### src/rtl/csi_pkg.sv
`default_nettype none
// ============================================================================
// Module   : csi_pkg
// Purpose  : Shared types, constants and helpers for the CSI frame writer.
// Revision : 1.0 - initial release
// ============================================================================
package csi_pkg;

    typedef enum logic [1:0] {
        ST_IDLE    = 2'd0,
        ST_SKIP    = 2'd1,
        ST_ARMED   = 2'd2,
        ST_CAPTURE = 2'd3
    } state_t;

    localparam logic [5:0] C_DT_RAW8 = 6'h2A;

    // Four RAW8 pixels are packed into each 32-bit word.
    function automatic int words_per_line(input int width);
        return width / 4;
    endfunction

endpackage
`default_nettype wire

### src/rtl/csi_line_tracker.sv
`default_nettype none
// ============================================================================
// Module   : csi_line_tracker
// Purpose  : Per-frame line/word position tracking, crop and address generation.
// Revision : 1.0 - initial release
// ============================================================================
module csi_line_tracker
    import csi_pkg::*;
#(
    parameter int WIDTH  = 640,
    parameter int HEIGHT = 480,
    parameter int ADDR_W = 17
) (
    input  logic              clk,
    input  logic              rst_n,
    input  logic              active,
    input  logic              clear,
    input  logic              line_start,
    input  logic              line_end,
    input  logic              data_enable,
    output logic              accept,
    output logic [ADDR_W-1:0] addr,
    output logic              line_short,
    output logic              rows_short
);

    localparam int LINE_W = $clog2(HEIGHT + 1);
    localparam logic [ADDR_W-1:0] c_wpl    = ADDR_W'(words_per_line(WIDTH));
    localparam logic [LINE_W-1:0] c_height = LINE_W'(HEIGHT);

    logic              r_in_line;
    logic [ADDR_W-1:0] r_word_idx;
    logic [ADDR_W-1:0] r_base;
    logic [LINE_W-1:0] r_line_idx;

    logic              w_row_ok;
    logic              w_word_ok;
    logic [ADDR_W-1:0] w_word_cnt;

    assign w_row_ok   = (r_line_idx < c_height);
    assign w_word_ok  = (r_word_idx < c_wpl);
    assign accept     = active & data_enable & r_in_line & w_row_ok & w_word_ok;
    assign addr       = r_base + r_word_idx;
    // A word arriving with line_end still counts toward the line length.
    assign w_word_cnt = r_word_idx + ADDR_W'(accept);
    assign line_short = active & line_end & w_row_ok & (w_word_cnt < c_wpl);
    assign rows_short = w_row_ok;

    always_ff @(posedge clk or negedge rst_n) begin
        if (!rst_n) begin
            r_in_line  <= 1'b0;
            r_word_idx <= '0;
            r_base     <= '0;
            r_line_idx <= '0;
        end else if (clear) begin
            r_in_line  <= 1'b0;
            r_word_idx <= '0;
            r_base     <= '0;
            r_line_idx <= '0;
        end else if (active) begin
            if (accept) begin
                r_word_idx <= r_word_idx + ADDR_W'(1);
            end
            if (line_end) begin
                r_in_line  <= 1'b0;
                r_word_idx <= '0;
                if (w_row_ok) begin
                    r_line_idx <= r_line_idx + LINE_W'(1);
                    r_base     <= r_base + c_wpl;
                end
            end
            // Start is applied after end so back-to-back lines reopen cleanly.
            if (line_start) begin
                r_in_line  <= 1'b1;
                r_word_idx <= '0;
            end
        end
    end

endmodule
`default_nettype wire

### src/rtl/csi_frame_writer.sv
`default_nettype none
// ============================================================================
// Module   : csi_frame_writer
// Purpose  : Crops decoded RAW8 CSI frames and writes them to a linear buffer.
// Revision : 1.0 - initial release
// ============================================================================
module csi_frame_writer
    import csi_pkg::*;
#(
    parameter int WIDTH       = 640,
    parameter int HEIGHT      = 480,
    parameter int ADDR_W      = 17,
    parameter int SKIP_FRAMES = 2
) (
    input  logic              clk,
    input  logic              rst_n,
    input  logic [31:0]       image_data,
    input  logic              image_data_enable,
    input  logic              frame_start,
    input  logic              frame_end,
    input  logic              line_start,
    input  logic              line_end,
    input  logic              capture_start,
    input  logic              continuous,
    input  logic              clear_err,
    output logic              wr_en,
    output logic [ADDR_W-1:0] wr_addr,
    output logic [31:0]       wr_data,
    output logic              busy,
    output logic              frame_done,
    output logic [15:0]       frame_count,
    output logic              short_line,
    output logic              short_frame
);

    state_t            r_state;
    state_t            w_state_nxt;
    logic [15:0]       r_skip_cnt;

    logic              w_skip_clr;
    logic              w_skip_inc;
    logic              w_skip_last;
    logic              w_track_clr;
    logic              w_done;
    logic              w_restart;
    logic              w_active;
    logic              w_accept;
    logic              w_line_short;
    logic              w_rows_short;
    logic [ADDR_W-1:0] w_addr;

    assign w_active    = (r_state == ST_CAPTURE);
    assign w_skip_last = ((32'(r_skip_cnt) + 32'd1) >= 32'(SKIP_FRAMES));
    assign busy        = (r_state != ST_IDLE);

    csi_line_tracker #(
        .WIDTH  (WIDTH),
        .HEIGHT (HEIGHT),
        .ADDR_W (ADDR_W)
    ) u_tracker (
        .clk         (clk),
        .rst_n       (rst_n),
        .active      (w_active),
        .clear       (w_track_clr),
        .line_start  (line_start),
        .line_end    (line_end),
        .data_enable (image_data_enable),
        .accept      (w_accept),
        .addr        (w_addr),
        .line_short  (w_line_short),
        .rows_short  (w_rows_short)
    );

    always_comb begin
        w_state_nxt = r_state;
        w_skip_clr  = 1'b0;
        w_skip_inc  = 1'b0;
        w_track_clr = 1'b0;
        w_done      = 1'b0;
        w_restart   = 1'b0;
        case (r_state)
            ST_IDLE: begin
                if (capture_start) begin
                    w_skip_clr  = 1'b1;
                    w_state_nxt = (SKIP_FRAMES > 0) ? ST_SKIP : ST_ARMED;
                end
            end
            ST_SKIP: begin
                if (frame_end) begin
                    w_skip_inc = 1'b1;
                    if (w_skip_last) begin
                        w_state_nxt = ST_ARMED;
                    end
                end
            end
            ST_ARMED: begin
                if (frame_start) begin
                    w_track_clr = 1'b1;
                    w_state_nxt = ST_CAPTURE;
                end
            end
            ST_CAPTURE: begin
                if (frame_end) begin
                    w_done      = 1'b1;
                    w_state_nxt = continuous ? ST_ARMED : ST_IDLE;
                end else if (frame_start) begin
                    // Missing frame_end: restart the capture on this new frame.
                    w_restart   = 1'b1;
                    w_track_clr = 1'b1;
                end
            end
            default: w_state_nxt = ST_IDLE;
        endcase
    end

    always_ff @(posedge clk or negedge rst_n) begin
        if (!rst_n) begin
            r_state    <= ST_IDLE;
            r_skip_cnt <= '0;
        end else begin
            r_state <= w_state_nxt;
            if (w_skip_clr) begin
                r_skip_cnt <= '0;
            end else if (w_skip_inc) begin
                r_skip_cnt <= r_skip_cnt + 16'd1;
            end
        end
    end

    always_ff @(posedge clk or negedge rst_n) begin
        if (!rst_n) begin
            wr_en       <= 1'b0;
            wr_addr     <= '0;
            wr_data     <= '0;
            frame_done  <= 1'b0;
            frame_count <= '0;
            short_line  <= 1'b0;
            short_frame <= 1'b0;
        end else begin
            wr_en      <= w_accept;
            frame_done <= w_done;
            if (w_accept) begin
                wr_addr <= w_addr;
                wr_data <= image_data;
            end
            if (w_done) begin
                frame_count <= frame_count + 16'd1;
            end
            if (clear_err) begin
                short_line  <= 1'b0;
                short_frame <= 1'b0;
            end else begin
                if (w_line_short) begin
                    short_line <= 1'b1;
                end
                if ((w_done & w_rows_short) | w_restart) begin
                    short_frame <= 1'b1;
                end
            end
        end
    end

endmodule
`default_nettype wire

### config.mk
export PLATFORM = sky130hd
export DESIGN_NAME = csi_frame_writer
export DESIGN_NICKNAME = d
export VERILOG_FILES = /design/src/rtl/csi_pkg.sv /design/src/rtl/csi_line_tracker.sv /design/src/rtl/csi_frame_writer.sv
export SDC_FILE = /design/constraint.sdc
export NUM_CORES = 1
export LEC_CHECK = 0
export ABC_AREA = 1
export CORE_MARGIN = 3
export CORE_UTILIZATION = 53
export DETAILED_ROUTE_END_ITERATION = 7
export PLACE_DENSITY_LB_ADDON = 0.1
export RECOVER_POWER = 50
export SLEW_MARGIN = 20
export SYNTH_ARGS = -nofsm -noshare
export SYNTH_HDL_FRONTEND = slang
export SYNTH_SLANG_ARGS = --single-unit
### constraint.sdc
create_clock -name clk -period 1.99 [get_ports clk]
set_input_delay 0.398 -clock clk [delete_from_list [all_inputs] [get_ports clk]]
set_output_delay 0.398 -clock clk [all_outputs]
set_load 0.1 [all_outputs]
==> run metrics, run 1 <==
relative slew slack=41.5%; cell count after synthesis=734; row count=38; Crit-path slowest cell=dfrtp_1; first-pass GRT wire length=24,600 microns; Setup crit start=r_state[0]; Crit path largest cell delay=0.46 ns; final wirelength=roughly 15,000 microns; endpoints failing hold=0; Critical R2R Capture=frame_count[13]; DRT Pass-1 Iters=5; clock latency on the worst-skew pair=just over 0.4 ns; Post-synth EDFFs=0; Crit path max-delay family=simple AND/OR/NAND/NOR gates; commonest non-fill, non-tap cell in the layout=nand2_1; via count=5,411; HPWL Detailed=10,700 microns; Clk pin slew, worst setup/hold paths=0.05 ns; crit-path max FO=5; final worst slack=0.125 ns; RSZ-0062 raised after global routing=true; largest net degree at the start of global routing=between 40 and 50; Setup violations, final=0; GRT overflow=0; Via density=5.21; Die ar.=13,100 sq um; Least-Margin Pin Slew=roughly 0.88 ns; pre-CTS setup slack=-0.0904 ns; Critical R2R Launch=r_state[0]; worst-case clock buffer depth=2; Crit. End Element=register; period utilization=a little over nine tenths; Final Skew=0.00490 ns; nets=944; reg2reg setup slack=0.12 ns; initial antenna violation count=0; Required @ worst endpoint=approximately 2.3 ns; Placed Cells=1,001; number of synthesis warnings=0; WP data arrival=2.18 ns; Post-synth ARST share=between 90% and 100%; Critical Path Sink=frame_count[13]; maximum VDD drop=1.70 mV; DRT iter0 DRCs=352; Final min period=about 1.9 ns; Setup crit start kind=register; area delta synth->final=33.2%; diode count=0; Post-Syn Area=6230 sq um; Yosys reg bits=126; Root Driver=clkbuf_16; clk sinks=126; critical path class=register to register; Routed wire per std cell=14.2 microns; Levels on crit path=8; gr usage total=23.9%; layout cells sized above 1=about a fifth; Die Y=approximately 110 microns; IO Pins=112; Final GP Congestion=0.876; Chip Width=roughly 110 microns; final hold slack=0.419 ns; PortBufs=111; TritonCTS clock tree=done; total power=approximately 13 mW; cell area power density=between 1500 and 2000 nW/um^2; fmax=~540 MHz; leakage=4.17 nW; Avg Cell Area, Syn=8.49 sq um; worst path buffer plus inverter count=0; Non-Filler Instances=approximately 1,000; vias in the first global route=5,312; Synth Net Count=around 800; commonest non-fill, non-tap cells in the layout=221 x nand2_1, 121 x dfrtp_1, 72 x buf_4; Max Cap Violations=0; status=completed; fin. max-slew vios=0; Routed Antenna Nets=0; core area=11,200 sq um; DRC=0; Cell Area, Placed=7680 sq um; Seq/Total Area, Yosys=50.6%; Synth Flop Type=dfrtp_1; min-delay worst type=primary input to asynchronous set/reset pin; clock buffer count from CTS=17; Initial Utilization=55.8%; htree depth=4; Yosys cell types=46; CP Cell Sequence=nand2_4 -> nor2_8 -> nand4_1 -> nand3b_1 -> nor2_4 -> nand3_4 -> nor3_2 -> xor2_1; final instance area=8310 sq um; FF-to-FF path depth=8
## per-layer routing
metal,GRT usage [%],share of wire (%),vias to the layer above
met5,0,0,-
met4,7.52,1.6,0
met3,8.51,4.8,24
met2,39.9,51,132
met1,29.1,42,2571
li1,-,-,2684
## synth_stat cells (5+ instances only)
cell	n	share of area [%]
nand2_1	222	13
ha_1	17	3.4
inv_1	69	4.2
nand4_1	12	1.2
nor2_2	5	0.50
nand3_1	44	3.5
clkbuf_1	9	0.54
xor2_1	19	2.7
nor2_1	60	3.6
a21oi_1	28	2.2
dfrtp_1	126	51
xnor2_1	13	1.8
nor3_1	10	0.80
o21ai_0	37	3.0
o22ai_1	10	1.0
## registers in the layout, summed over array words and instances, names as in the netlist
name and flops:
u_tracker.r_line_idx 9, frame_done 1, frame_count 16, wr_data 32
wr_en 1, r_skip_cnt 16, u_tracker.r_in_line 1, u_tracker.r_base 12
short_frame 1, u_tracker.r_word_idx 17, wr_addr 17, short_line 1
r_state 2
## cell families after synthesis
group	share of synthesized area (%)
fa+ha+maj	3.41
compound gates	8.29
mux	0.181
flops	50.6
buf+inv	5.52
simple gates	27.5
xor+xnor	4.50
## final cells by class
| class | instances | area [sq um] |
|---|---|---|
| clock inverters | 5 | 50.0 |
| multi-input cells | 520 | 2810 |
| repair buffers | 147 | 1290 |
| fillers | 832 | 2870 |
| inverters | 73 | 274 |
| flip-flops and latches | 126 | 3160 |
| clock buffers | 27 | 543 |
| well taps | 140 | 175 |
## power breakdown
group	internal [mW]	total [mW]	switching (mW)
Clock	1.98	3.03	1.05
Combinational	1.43	6.35	4.92
Sequential	3.18	3.68	0.498
Total	6.59	13.1	6.47
## through the flow
step / TNS, ns / utilization [%]
finish: 0 / 74.3
global route: -0.0796 / 74.3
CTS: 0 / 74.2
detailed placement: -0.367 / 68.8
global placement: -0.0626 / 68.8
floorplan: 0 / -
## worst min path at each step
stage	start	endpoint	slack [ns]	depth (start not counted)
2_1_floorplan	rst_n	frame_count[10]	0.10	0
3_3_place_gp	rst_n	u_tracker.r_line_idx[0]	0.31	1
3_5_place_dp	rst_n	u_tracker.r_line_idx[2]	0.32	1
4_1_cts	rst_n	u_tracker.r_line_idx[6]	0.43	2
5_1_grt	rst_n	u_tracker.r_line_idx[4]	0.44	2
6_report	rst_n	u_tracker.r_line_idx[6]	0.42	2
## timing repair
action                     4_1_cts  5_1_grt
setup buffers                    0        4
hold endpoints to repair        19        0
setup endpoints to repair        0       11
resized for setup                0       19
hold buffers                     1        0
Note: power is estimated with default switching activity, not from simulation.
==> run 2, diff against run 1 <==
--- a/config.mk
+++ b/config.mk
@@ -11,7 +11,9 @@
 export DETAILED_ROUTE_END_ITERATION = 7
 export PLACE_DENSITY_LB_ADDON = 0.1
 export RECOVER_POWER = 50
+export SKIP_LAST_GASP = 1
 export SLEW_MARGIN = 20
 export SYNTH_ARGS = -nofsm -noshare
 export SYNTH_HDL_FRONTEND = slang
+export SYNTH_HIERARCHICAL = 1
 export SYNTH_SLANG_ARGS = --single-unit
==> run 2 against run 1 <==
Against the previous run:
- global-route usage down 0.72 points
- total power up 6.9%
- die area up 3.9%
- register-to-register slack worse by 0.09 ns
- synthesized cell count down 3.3%
- maximum frequency down 4.4%
- design area up 5.1%
- first-iteration DRC count up 20%
- sequential share of layout area down 1.9 points
==> run metrics, run 2 <==
FF-to-FF path depth=9 (was 8); commonest non-fill, non-tap cells in the layout=137 x nand2_1, 117 x dfrtp_1, 80 x inv_1, 80 x buf_4, 73 x nor2_1 (was 221 x nand2_1, 121 x dfrtp_1, 72 x buf_4); Via density=5.34 (was 5.21); fin. max-slew vios=0 (unchanged); worst hold start=frame_count[14]; DRT iter0 DRCs=422 (was 352); cell count after synthesis=710 (was 734); RSZ-0062 raised after global routing=true (unchanged); Initial Utilization=55.4% (was 55.8%); Final min period=1.95 ns (was 1.87 ns); cell area power density=1600 nW/um^2 (was 1570 nW/um^2); Yosys top cell by area=dfrtp_1 (unchanged); relative slew slack=40.1% (was 41.5%); Flop pwr share=26.7% (was 28.2%); GRT overflow=0 (unchanged); critical path class=register to register (unchanged); DRC=0 (unchanged); via count=5,497 (was 5,411); clock latency on the worst-skew pair=0.42 ns (was 0.41 ns); Setup crit start kind=register (unchanged); P_sw=6.71 mW (was 6.47 mW); final worst slack=0.0383 ns (was 0.125 ns); PortBufs=111 (unchanged); Critical R2R Capture=wr_addr[7] (was frame_count[13]); TritonCTS clock tree=done (unchanged); htree depth=4 (unchanged); Crit. End Element=register (unchanged); min-delay worst type=register to register (was primary input to asynchronous set/reset pin); Largest register FFs=32 (unchanged); Post-synth EDFFs=0 (unchanged); final wirelength=15,500 microns (was 14,800 microns); biggest regs=wr_data (32), u_tracker/r_word_idx (17), wr_addr (17) (was wr_data (32), u_tracker.r_word_idx (17), wr_addr (17)); IO Pins=112 (unchanged); Net Sw Frac=48.1% (was 49.5%); final hold slack=0.494 ns (was 0.419 ns); period utilization=98.1% (was 93.7%); Setup violations, final=0 (unchanged); Synth Net Count=769 (was 793); total power=14.0 mW (was 13.1 mW); pre-CTS setup slack=-0.150 ns (was -0.0904 ns); initial antenna violation count=0 (unchanged); crit-path max FO=8 (was 5); Routed wire per std cell=15.0 microns (was 14.2 microns); P_int=7.25 mW (was 6.59 mW); commonest non-fill, non-tap cell in the layout=nand2_1 (unchanged); Final Skew=0.00584 ns (was 0.00490 ns); Hold Path Sink=frame_count[14]; Avg Cell Area, Syn=9.14 sq um (was 8.49 sq um); area fraction of the dominant cell type after synthesis=48.6% (was 50.6%); fmax=512 MHz (was 536 MHz); Least-Margin Pin Slew=0.898 ns (was 0.877 ns); clock network fraction of design power=23.9% (was 23.2%); clock buffer count from CTS=17 (unchanged); hold path cells=1; Die Y=117 microns (was 114 microns); clk sinks=126 (unchanged); Max Cap Violations=0 (unchanged); HPWL Detailed=10,800 microns (was 10,700 microns); Post-Syn Area=6490 sq um (was 6230 sq um); Comb pwr share=49.5% (was 48.6%); status=completed (unchanged); maximum VDD drop=1.77 mV (was 1.70 mV); vias in the first global route=5,370 (was 5,312); area delta synth->final=34.6% (was 33.2%); Yosys reg bits=126 (unchanged); row count=39 (was 38); Post-synth ARST share=100% (unchanged); Placed Cells=989 (was 1,001); first-pass GRT wire length=24,700 microns (was 24,600 microns); Routed Antenna Nets=0 (unchanged); reg2reg setup slack=0.04 ns (was 0.12 ns); Final Util=74.6% (was 74.3%); endpoints failing hold=0 (unchanged); Synth Flop Type=dfrtp_1 (unchanged); Root Driver=clkbuf_16 (unchanged); diode count=0 (unchanged); nets=932 (was 944); Yosys cell types=40 (was 46); worst-case clock buffer depth=2 (unchanged); Seq/Total Area, Yosys=48.6% (was 50.6%); Chip Width=117 microns (was 114 microns); synth cell count leaders=137 x nand2_1, 126 x dfrtp_1, 80 x inv_1 (was 222 x nand2_1, 126 x dfrtp_1, 69 x inv_1); gr usage total=23.2% (was 23.9%); DRT Pass-1 Iters=5 (unchanged); Critical R2R Launch=u_tracker/r_word_idx[10] (was r_state[0]); Required @ worst endpoint=2.29 ns (was 2.30 ns); Final GP Congestion=0.886 (was 0.876); number of synthesis warnings=6 (was 0); count leader, synth=nand2_1 (unchanged); core area=11,700 sq um (was 11,200 sq um); WP data arrival=2.25 ns (was 2.18 ns); ranking of synthesized cells by area=dfrtp_1 49%, mux2_2 8.5%, nand2_1 7.9% (was dfrtp_1 51%, nand2_1 13%, inv_1 4.2%); Non-Filler Instances=1,029 (was 1,038); largest net degree at the start of global routing=68 (was 47); register with the most flip-flops=wr_data (unchanged); Clk pin slew, worst setup/hold paths=0.06 ns (was 0.05 ns); layout cells sized above 1=27.9% (was 20.6%); Die ar.=13,600 sq um (was 13,100 sq um); leakage=4.21 nW (was 4.17 nW)
run 2: cell count changes after synthesis, sizes merged, moves of 5 or more:
| cell | previous run | this run |
|---|---|---|
| nor2 | 69 | 88 |
| xor2 | 19 | 25 |
| nand2 | 226 | 145 |
| inv | 73 | 81 |
| mux2 | 1 | 49 |
| buf | 6 | 11 |
| xnor2 | 13 | 7 |
| o21ai | 41 | 30 |
run 2: through the flow:
step | TNS (ns) | area [sq um]
final | 0 | 8730
after global routing | -0.0418 | 8730
after floorplan | 0 | 6500
after global placement | -4.89 | 7990
after detailed placement | -7.47 | 7990
after CTS | 0 | 8640
run 2: how the worst max path moves through the flow:
stage / from / to / slack [ns]
after CTS: u_tracker/r_base[11] / wr_addr[12] / 0.03
after global placement: frame_end / frame_count[15] / -0.1
after global routing: u_tracker/r_base[7] / wr_addr[13] / -0.02
final: u_tracker/r_word_idx[10] / wr_addr[7] / 0.04
after detailed placement: frame_end / u_tracker/r_word_idx[13] / -0.15
after floorplan: r_state[1] / wr_addr[10] / 0.008
run 2: final cells by class:
cell class	instances	area, sq um
Inverter	81	304
Clock inverter	11	161
Tap cell	143	179
Multi-Input combinational cell	487	3040
Timing Repair Buffer	160	1410
Clock buffer	21	480
Sequential cell	126	3160
Fill cell	793	2980
run 2: timing repair:
item / in CTS / in global routing
buffers inserted: 0 / 5
setup endpoints to repair: 0 / 54
hold buffers: 1 / 0
gates resized for setup: 0 / 18
endpoints found under the hold margin: 1 / 0
run 2: cell families (layout without fill, tap and decap cells):
kind of cell | count (synthesis) | count (layout) | share of synthesized area, %
and+or+nand+nor | 314 | 314 | 23.0
DFF | 126 | 126 | 48.6
buffers and inverters | 97 | 273 | 5.82
AOI/OAI and AO/OA | 75 | 75 | 6.35
muxes | 49 | 49 | 8.51
xor gates and xnor gates | 32 | 32 | 4.44
adders and majority gates | 17 | 17 | 3.28
run 2: power by group through the flow:
| stage | clock [mW] | combinational [mW] | sequential [mW] |
|---|---|---|---|
| 2_1_floorplan | 0 | 1.59 | 7.09 |
| 3_3_place_gp | 0 | 6.72 | 3.72 |
| 3_5_place_dp | 0 | 6.79 | 3.74 |
| 4_1_cts | 3.39 | 6.83 | 3.73 |
| 5_1_grt | 3.51 | 7.21 | 3.81 |
| 6_report | 3.34 | 6.90 | 3.72 |
run 2: per-layer routing:
layer / track usage [%] / up-vias / routed length (microns)
li1: - / 2657 / -
met2: 38.0 / 180 / 7810
met1: 28.9 / 2619 / 6370
met5: 0 / - / 0
met3: 6.27 / 41 / 850
met4: 10.1 / 0 / 442
run 2: worst max-delay path, cell delays in order (launching register included):
cell	delay (ns)
dfrtp_1	0.41
buf_4	0.16
inv_1	0.07
nand2_1	0.05
nor2_1	0.15
nand3_2	0.12
nor2_4	0.23
buf_12	0.15
clkbuf_16	0.14
mux2_2	0.34
==> run 3, diff against run 2 <==
--- a/config.mk
+++ b/config.mk
@@ -6,8 +6,10 @@
 export NUM_CORES = 1
 export LEC_CHECK = 0
 export ABC_AREA = 1
+export CELL_PAD_IN_SITES_DETAIL_PLACEMENT = 1
+export CELL_PAD_IN_SITES_GLOBAL_PLACEMENT = 1
 export CORE_MARGIN = 3
-export CORE_UTILIZATION = 53
+export CORE_UTILIZATION = 39
 export DETAILED_ROUTE_END_ITERATION = 7
 export PLACE_DENSITY_LB_ADDON = 0.1
 export RECOVER_POWER = 50
@@ -15,5 +17,4 @@
 export SLEW_MARGIN = 20
 export SYNTH_ARGS = -nofsm -noshare
 export SYNTH_HDL_FRONTEND = slang
-export SYNTH_HIERARCHICAL = 1
 export SYNTH_SLANG_ARGS = --single-unit
==> run 3 against run 2 <==
Against the previous run:
- the flow now finishes with violations (max-capacitance violations, max-slew violations)
- global-route usage shrank 2.8 points
- highest routed layer unchanged
- critical path type unchanged
- maximum frequency rose by 0.55%
- hold slack lost 0.058 ns
- sequential share of layout area grew 0.58 points
- non-clock buffer count fell by 8
- register-to-register slack about the same
- worst setup slack improved by 0.011 ns
- first-iteration DRC count fell by 56%
- via count is 0.82% higher
==> run metrics, run 3 (synthesis results as in run 1) <==
DRT iter0 DRCs=184 (was 422); vias in the first global route=5,949 (was 5,370); Comb pwr share=47.2% (was 49.5%); P_sw=6.76 mW (was 6.71 mW); RSZ-0062 raised after global routing=true (unchanged); Setup violations, final=0 (unchanged); Placed Cells=1,079 (was 989); Required @ worst endpoint=2.29 ns (about the same); Least-Margin Pin Slew=1.67 ns (was 0.898 ns); largest net degree at the start of global routing=127 (was 68); clock buffer count from CTS=17 (unchanged); Final GP Congestion=0.842 (was 0.886); FF+latch area=3170 sq um (was 3160 sq um); Net Sw Frac=48.9% (was 48.1%); TritonCTS clock tree=done (unchanged); worst-case clock buffer depth=2 (unchanged); Final Skew=0.0114 ns (was 0.00584 ns); IO Pins=112 (unchanged); Initial Utilization=40.4% (was 55.4%); fin. max-slew vios=127 (was 0); Largest register FFs=32 (unchanged); Die Y=132 microns (was 117 microns); area occupied by multi-input gates=2870 sq um (was 3040 sq um); reg2reg setup slack=0.05 ns (was 0.04 ns); period utilization=97.5% (was 98.1%); row count=45 (was 39); GRT overflow=0 (unchanged); first-pass GRT wire length=29,200 microns (was 24,700 microns); gr usage total=20.4% (was 23.2%); P_int=7.06 mW (was 7.25 mW); Final min period=1.94 ns (was 1.95 ns); DRC=0 (unchanged); Root Driver=clkbuf_16 (unchanged); clock latency on the worst-skew pair=0.42 ns (about the same); status=finished with violations (was completed); commonest non-fill, non-tap cells in the layout=218 x nand2_1, 120 x dfrtp_1, 77 x buf_4 (was 137 x nand2_1, 117 x dfrtp_1, 80 x inv_1, 80 x buf_4, 73 x nor2_1); maximum VDD drop=1.54 mV (was 1.77 mV); commonest non-fill, non-tap cell in the layout=nand2_1 (unchanged); hold-fix buffers at CTS=0 (was 1); Crit. End Element=register (unchanged); area delta synth->final=37.9% (was 34.6%); clk sinks=126 (unchanged); Via density=4.97 (was 5.34); Non-Filler Instances=1,114 (was 1,029); Setup crit start kind=register (unchanged); Flop pwr share=27.0% (was 26.7%); Fill cells=1,866 (was 793); final wirelength=17,600 microns (was 15,500 microns); layout cells sized above 1=23.0% (was 27.9%); via count=5,542 (was 5,497); diode count=0 (unchanged); Clk pin slew, worst setup/hold paths=0.06 ns (about the same); relative slew slack=-11.5% (was 40.1%); Routed wire per std cell=15.8 microns (was 15.0 microns); register with the most flip-flops=wr_data (unchanged); core area=15,400 sq um (was 11,700 sq um); Final Util=55.7% (was 74.6%); WP data arrival=2.24 ns (was 2.25 ns); initial antenna violation count=0 (unchanged); clock network fraction of design power=25.8% (was 23.9%); Max Cap Violations=1 (was 0); Die ar.=17,500 sq um (was 13,600 sq um); crit-path max FO=5 (was 8); fmax=515 MHz (was 512 MHz); leakage=4.25 nW (was 4.21 nW); nets=949 (was 932); DRT Pass-1 Iters=4 (was 5); Chip Width=132 microns (was 117 microns); critical path class=register to register (unchanged); PortBufs=111 (unchanged); failing checks=max-capacitance violations, max-slew violations; htree depth=4 (unchanged); endpoints failing hold=0 (unchanged); Routed Antenna Nets=0 (unchanged); min-delay worst type=primary input to asynchronous set/reset pin (was register to register); HPWL Detailed=12,500 microns (was 10,800 microns); cell area power density=1610 nW/um^2 (was 1600 nW/um^2); biggest regs=wr_data (32), u_tracker.r_word_idx (17), wr_addr (17) (was wr_data (32), u_tracker/r_word_idx (17), wr_addr (17)); total power=13.8 mW (was 14.0 mW)
## run 3: changes by cell type in the layout (fill, tap and decap cells not counted), sizes merged, moves of 3 or more
cell / delta
buf: -3
a21oi: +4
clkbuf: -7
mux2: -48
o21ai: +11
nand2: +81
nor4: -4
xnor2: +6
inv: -9
nor2: -19
xor2: -6
## run 3: per-layer routing
| metal | wire length [microns] | vias to the layer above | global-route usage (%) |
|---|---|---|---|
| met5 | 0 | - | 0 |
| met2 | 9410 | 98 | 36.1 |
| met3 | 768 | 18 | 5.93 |
| met4 | 244 | 0 | 5.02 |
| li1 | - | 2679 | - |
| met1 | 7210 | 2747 | 24.3 |
## run 3: worst paths after layout
path,startpoint,end,cells past startpoint
max,r_state[0],frame_count[14],10
min,rst_n,u_tracker.r_line_idx[1],2
max reg2reg,r_state[0],frame_count[14],10
min reg2reg,frame_count[15],frame_count[15],1
max in group asynchronous,rst_n,frame_count[0],2
min in group clk,frame_count[15],frame_count[15],1
## run 3: worst max-delay path: stages (launching register included)
cell	delay, ns
dfrtp_1	0.45
nand2_4	0.11
nor2_1	0.32
nand2_4	0.07
nor2_1	0.19
nand3_2	0.11
nor2_2	0.12
nand2_1	0.07
nor2_2	0.15
nand2_1	0.10
xnor2_1	0.14
## run 3: stage by stage
step	setup TNS (ns)	hold slack, ns	worst slack [ns]	cell area, sq um
6_report	0	0.436	0.0488	8600
2_1_floorplan	0	0.102	0.00663	6240
3_3_place_gp	-0.111	0.458	-0.0674	7810
5_1_grt	-0.830	0.485	-0.132	8600
3_5_place_dp	-0.741	0.464	-0.128	7810
4_1_cts	0	0.130	0.00348	8500
## run 3: power by group through the flow
stage / clock network, mW / logic [mW] / registers (mW)
final: 3.56 / 6.53 / 3.73
after global routing: 3.76 / 6.88 / 3.82
after CTS: 3.64 / 6.56 / 3.71
after detailed placement: 0 / 6.54 / 3.73
after global placement: 0 / 6.43 / 3.70
after floorplan: 0 / 1.35 / 7.06
## run 3: cell type report
class | count | share of cell area [%]
clock buffer | 18 | 5.11
clock inverter | 14 | 2.79
inverter | 73 | 3.22
multi-input combinational | 520 | 33.4
sequential | 126 | 36.8
tap | 211 | 3.07
timing repair buffer | 152 | 15.5
## run 3: timing repair
action / CTS / global route
setup buffers: 0 / 3
resized for setup: 1 / 40
endpoints found under the setup margin: 1 / 15
pin swaps: 0 / 15
endpoints found under the hold margin: 0 / 0
